--- src/rtl/gpio_pkg.sv ---
// Shared GPIO defaults for the register file, pad stage and top level.
package gpio_pkg;

   localparam int unsigned GPIO_WIDTH           = 16;
   localparam int unsigned GPIO_SYNC_STAGES     = 2;
   localparam int unsigned GPIO_DEBOUNCE_CYCLES = 4;

   // Width of a counter that must hold 0..cycles; never narrower than one bit.
   function automatic int unsigned cnt_width(input int unsigned cycles);
      return (cycles == 0) ? 1 : $clog2(cycles + 1);
   endfunction

endpackage

--- src/rtl/gpio_debounce.sv ---
// One pad input: synchroniser chain, stability counter, stable level and edge pulse.
module gpio_debounce
   import gpio_pkg::*;
#(
   parameter int unsigned SyncStages     = GPIO_SYNC_STAGES,
   parameter int unsigned DebounceCycles = GPIO_DEBOUNCE_CYCLES
) (
   input  logic clk_i,
   input  logic rst_ni,
   input  logic pin_i,
   output logic stable_o,
   output logic edge_o
);

   localparam int unsigned CntW = cnt_width(DebounceCycles);

   logic [SyncStages-1:0] sync_q;
   logic                  synced;
   logic                  stable_q, stable_d;
   logic                  edge_q;
   logic [CntW-1:0]       cnt_q, cnt_d;

   assign synced = sync_q[SyncStages-1];

   // Synchroniser chain for the asynchronous pad input.
   always_ff @(posedge clk_i or negedge rst_ni) begin
      if (!rst_ni) begin
         sync_q <= '0;
      end else begin
         sync_q <= {sync_q[SyncStages-2:0], pin_i};
      end
   end

   // Accept a new level only after it has been seen for DebounceCycles samples in a row.
   always_comb begin
      stable_d = stable_q;
      cnt_d    = '0;
      if (DebounceCycles == 0) begin
         // Bypass: stable mirrors the last sync stage with no extra delay.
         stable_d = sync_q[SyncStages-2];
      end else if (synced != stable_q) begin
         if (cnt_q == CntW'(DebounceCycles - 1)) begin
            stable_d = synced;
         end else begin
            cnt_d = cnt_q + 1'b1;
         end
      end
   end

   // Stable level, counter and one-cycle edge pulse.
   always_ff @(posedge clk_i or negedge rst_ni) begin
      if (!rst_ni) begin
         stable_q <= 1'b0;
         cnt_q    <= '0;
         edge_q   <= 1'b0;
      end else begin
         stable_q <= stable_d;
         cnt_q    <= cnt_d;
         edge_q   <= (stable_d != stable_q);
      end
   end

   assign stable_o = stable_q;
   assign edge_o   = edge_q;

endmodule

--- src/rtl/gpio_pin_ctrl.sv ---
// Pad-side GPIO stage: registered pad drive, debounced pin readback and edge interrupts.
module gpio_pin_ctrl
   import gpio_pkg::*;
#(
   parameter int unsigned WIDTH           = GPIO_WIDTH,
   parameter int unsigned SYNC_STAGES     = GPIO_SYNC_STAGES,
   parameter int unsigned DEBOUNCE_CYCLES = GPIO_DEBOUNCE_CYCLES
) (
   input  logic             clk,
   input  logic             reset,
   input  logic [WIDTH-1:0] rf_gpio_datareg,
   input  logic [WIDTH-1:0] rf_gpio_tristate,
   input  logic [WIDTH-1:0] rf_gpio_interrupt_mask,
   input  logic [WIDTH-1:0] irq_clear,
   input  logic [WIDTH-1:0] pin_in,
   output logic [WIDTH-1:0] pin_out,
   output logic [WIDTH-1:0] pin_oe,
   output logic [WIDTH-1:0] ro_gpio_pinstate,
   output logic [WIDTH-1:0] irq_pending,
   output logic             irq
);

   // Edges are ignored until the input pipeline has had time to fill after reset.
   localparam int unsigned WarmCycles = SYNC_STAGES + DEBOUNCE_CYCLES + 1;
   localparam int unsigned WarmW      = $clog2(WarmCycles + 1);

   logic [WIDTH-1:0] stable;
   logic [WIDTH-1:0] edge_evt;
   logic [WIDTH-1:0] pin_out_q, pin_oe_q;
   logic [WIDTH-1:0] pend_q, pend_d;
   logic             irq_q;
   logic [WarmW-1:0] warm_q;
   logic             warm_done;

   for (genvar i = 0; i < WIDTH; i++) begin : g_pin
      gpio_debounce #(
         .SyncStages     (SYNC_STAGES),
         .DebounceCycles (DEBOUNCE_CYCLES)
      ) u_debounce (
         .clk_i    (clk),
         .rst_ni   (reset),
         .pin_i    (pin_in[i]),
         .stable_o (stable[i]),
         .edge_o   (edge_evt[i])
      );
   end

   // Registered pad drive.
   always_ff @(posedge clk or negedge reset) begin
      if (!reset) begin
         pin_out_q <= '0;
         pin_oe_q  <= '0;
      end else begin
         pin_out_q <= rf_gpio_datareg;
         pin_oe_q  <= ~rf_gpio_tristate;
      end
   end

   // Saturating warm-up counter started by reset release.
   always_ff @(posedge clk or negedge reset) begin
      if (!reset) begin
         warm_q <= '0;
      end else if (!warm_done) begin
         warm_q <= warm_q + 1'b1;
      end
   end

   assign warm_done = (warm_q == WarmW'(WarmCycles));

   // Pending next state: W1C clear, but a same-cycle set takes priority.
   always_comb begin
      pend_d = (pend_q & ~irq_clear)
             | (edge_evt & rf_gpio_interrupt_mask & {WIDTH{warm_done}});
   end

   // Pending bits and the registered interrupt line.
   always_ff @(posedge clk or negedge reset) begin
      if (!reset) begin
         pend_q <= '0;
         irq_q  <= 1'b0;
      end else begin
         pend_q <= pend_d;
         irq_q  <= |(pend_q & rf_gpio_interrupt_mask);
      end
   end

   assign pin_out          = pin_out_q;
   assign pin_oe           = pin_oe_q;
   assign ro_gpio_pinstate = stable;
   assign irq_pending      = pend_q;
   assign irq              = irq_q;

endmodule
--- config.mk ---
export PLATFORM = sky130hd
export DESIGN_NAME = gpio_pin_ctrl
export DESIGN_NICKNAME = d
export VERILOG_FILES = /design/src/rtl/gpio_pkg.sv /design/src/rtl/gpio_debounce.sv /design/src/rtl/gpio_pin_ctrl.sv
export SDC_FILE = /design/constraint.sdc
export NUM_CORES = 1
export LEC_CHECK = 0
export ABC_AREA = 1
export CAP_MARGIN = 10
export CORE_AREA = 2 2 113 115
export DETAILED_ROUTE_END_ITERATION = 10
export DIE_AREA = 0 0 115 117
export GPL_ROUTABILITY_DRIVEN = 0
export GPL_TIMING_DRIVEN = 0
export HOLD_SLACK_MARGIN = 0.06
export PLACE_DENSITY = 0.85
export SLEW_MARGIN = 20
export SYNTH_ARGS = -nofsm -noshare
export SYNTH_HDL_FRONTEND = slang
export SYNTH_SLANG_ARGS = --single-unit
export TNS_END_PERCENT = 20
--- constraint.sdc ---
create_clock -name clk -period 1.3 [get_ports clk]
set_input_delay 0.195 -clock clk [delete_from_list [all_inputs] [get_ports clk]]
set_output_delay 0.195 -clock clk [all_outputs]
set_load 0.03 [all_outputs]
==> flow_summary.json <==
{
  "dieArea_um2": 13500,
  "path_max_fanout": 3,
  "postSynthCellCount": 481,
  "hp-class": "primary input to flop",
  "synth.most_common_cell": "dfrtp_1",
  "synth_xor_area_share_pct": 2.55,
  "fillers": 896,
  "grtUsageMet1_pct": 21.5,
  "vdd_drop_max_mv": 1.06,
  "r2r_cells": 5,
  "synth-edff-count": 0,
  "cts_max_path_buffers": 2,
  "synthMuxAreaShare_pct": 0.386,
  "cts_sinks": 164,
  "grt-ovfl-total": 0,
  "ys_ff_latch": 164,
  "port_buffers": 146,
  "cts_tree": "yes",
  "synthSimpleGateAreaFrac_pct": 14.8,
  "viasPerCell": 4.72,
  "crit_cells": 1,
  "grt_usage_pct": 18.5,
  "ioPinCount": 147,
  "min_path_cells": 1,
  "final-hold-violation-count": 0,
  "layout.nets": 764,
  "critical_path_required_ns": 1.11,
  "drc_errors": 0,
  "syn_to_final_growth_pct": 43.1,
  "stdcell_count": 825,
  "drt_wl_total_um": 11600,
  "synth_top_family_by_area": "simple AND/OR/NAND/NOR gates",
  "start_util_pct": 47.4,
  "period_minus_slack_ns": 1.30,
  "grt_first_pass_wirelength_um": 18900,
  "dp_hpwl_um": 8100,
  "crit_chain": "clkdlybuf4s15_2",
  "multiInputGateArea_um2": 1400,
  "met3_usage_pct": 6.39,
  "maxCapViolCount": 0,
  "leakage_uw": 0.00399,
  "synth-compound-area-share_pct": 1.57,
  "power.density_nw_per_um2": 1910,
  "async_flop_share_pct": 100,
  "dieHeight_um": 117,
  "drive_gt1_share_pct": 22.4,
  "die-width_um": 115,
  "globalRouteMet2Util_pct": 32.1,
  "finalSetupTns_ns": 0,
  "synth_area_leader_cell": "dfrtp_1",
  "synthDistinctLibCells": 15,
  "yosys.area_share.adder_pct": 4.07,
  "slew_headroom_pct": 66.5,
  "skew_ns": 0.00619,
  "grt_pass1_vias": 3998,
  "ys_top_cells_by_area": "dfrtp_1, nand2_1, ha_1, inv_1, nor3b_2",
  "drv_slew": 0,
  "max_stage_delay_ns": 0.40,
  "grt_start_max_net_pins": 98,
  "syn_area_um2": 5840,
  "ys_seq_area_share_pct": 70.3,
  "routedWlPerCell_um": 14.1,
  "cts-buffers-inserted": 17,
  "crit_buf_inv": 1,
  "setup_violations": 0,
  "syn_nets": 582,
  "timing.final.crit_share_pct": 100,
  "initialDrtViolationCount": 258,
  "synth_top_area_share_pct": 70.3,
  "cp-start-kind": "flop",
  "dpl.cell_count": 778,
  "rsz0062_at_grt": "yes",
  "fp-row-count": 41,
  "regArea_um2": 4100,
  "h-tree-depth": 4,
  "cp_slowest_cell": "dfrtp_1",
  "synth-main-ff-cell": "dfrtp_1",
  "yosys_warnings": 0,
  "dr.pass1.iters": 6,
  "synth_commonest_cells": "dfrtp_1, nand2_1, inv_1",
  "clk_pin_slew_worst_paths_ns": 0.06,
  "worst_pin_slew_ns": 0.502,
  "core_area_um2": 12300,
  "final_antenna_net_count": 0,
  "crit_arrival_ns": 1.10,
  "status": "finished clean",
  "crit_family": "flip-flops",
  "diodes": 0,
  "clk_latency_ns": 0.42,
  "antenna_found_initial": 0,
  "synth.avg_cell_area_um2": 12.1,
  "top_usage_layer": "met2",
  "root_buffer": "clkbuf_16",
  "worstSetupEndpointType": "primary output",
  "crit_type": "flop to primary output",
  "timing.fmax_mhz": 769,
  "vias": 3894
}
timing repair:
action,4_1_cts,5_1_grt
hold buffers,1,0
gates resized for setup,255,33
endpoints found under the hold margin,96,0
setup buffers,13,4
endpoints found under the setup margin,76,110
metrics by stage:
stage               hold WS (ns)  setup WS (ns)  total power, uW  instance area [um^2]  utilization [%]
global route               0.195        -0.0374            16800                  8350             67.8
global placement           0.332          -6.14            10300                  7480             60.8
floorplan                 -0.101         0.0922             9050                  5840                -
finish                     0.211       0.000337            15900                  8350             67.8
CTS                        0.194        -0.0452            16000                  8290             67.3
detailed placement         0.277         -0.160            10600                  7520             61.1
sequential cells by signal, indices dropped and copies added (netlist names):
name                       count
g_pin.u_debounce.cnt_q        48
g_pin.u_debounce.sync_q       32
g_pin.u_debounce.edge_o       16
g_pin.u_debounce.stable_o     16
irq_pending                   16
pin_oe                        16
pin_out                       16
warm_q                         3
irq                            1
where the power goes:
group | internal (uW) | switching [uW]
logic | 2120 | 2260
registers | 5960 | 516
clock network | 3120 | 1970
area by class of cell:
cell class	count	share of cell area, %
sequential	164	49.2
multi-input combinational	237	16.8
clock inverter	11	1.81
inverter	63	2.83
clock buffer	20	5.47
tap	150	2.25
buffer	15	1.66
timing repair buffer	165	20.1
per-layer routing:
layer	share of wire, %	wire length (um)
met4	1.5	176
met5	0	0
met3	5.9	682
met1	39	4540
met2	53	6210
cells in the final DEF (no fill, tap or decap), types with 2 or more instances in the layout:
cell,count
nand3_1,29
buf_2,7
dfrtp_1,164
clkinv_2,2
ha_1,16
nor2_1,34
ha_4,2
buf_6,23
inv_1,63
o21ai_1,2
buf_4,25
clkbuf_8,2
clkdlybuf4s50_1,80
nor3_1,19
o21ai_0,11
bufinv_16,3
clkinv_4,4
clkbuf_16,17
mux2_2,2
nand2_1,87
xnor2_1,16
nor3b_2,13
clkdlybuf4s15_2,42
o21ai_2,3
worst paths after layout:
| path | from | endpoint | slack [ns] |
|---|---|---|---|
| worst max-delay path | irq_pending[13] | irq_pending[13] | 0.0003 |
| worst min-delay path | rf_gpio_datareg[13] | pin_out[13] | 0.21 |
| worst max register to register | warm_q[0] | irq_pending[5] | 0.06 |
| worst min register to register | g_pin[10].u_debounce.sync_q[0] | g_pin[10].u_debounce.sync_q[1] | 0.35 |
| max in group asynchronous | reset | g_pin[7].u_debounce.cnt_q[1] | 0.27 |
| min in group asynchronous | reset | pin_oe[3] | 0.34 |
logic make-up after synthesis:
| group | after synthesis |
|---|---|
| fa+ha+maj | 19 |
| simple gates | 183 |
| mux | 2 |
| xor+xnor | 17 |
| compound gates | 16 |
| flops | 164 |
| buf+inv | 80 |
Note: power is estimated with default switching activity, not from simulation.
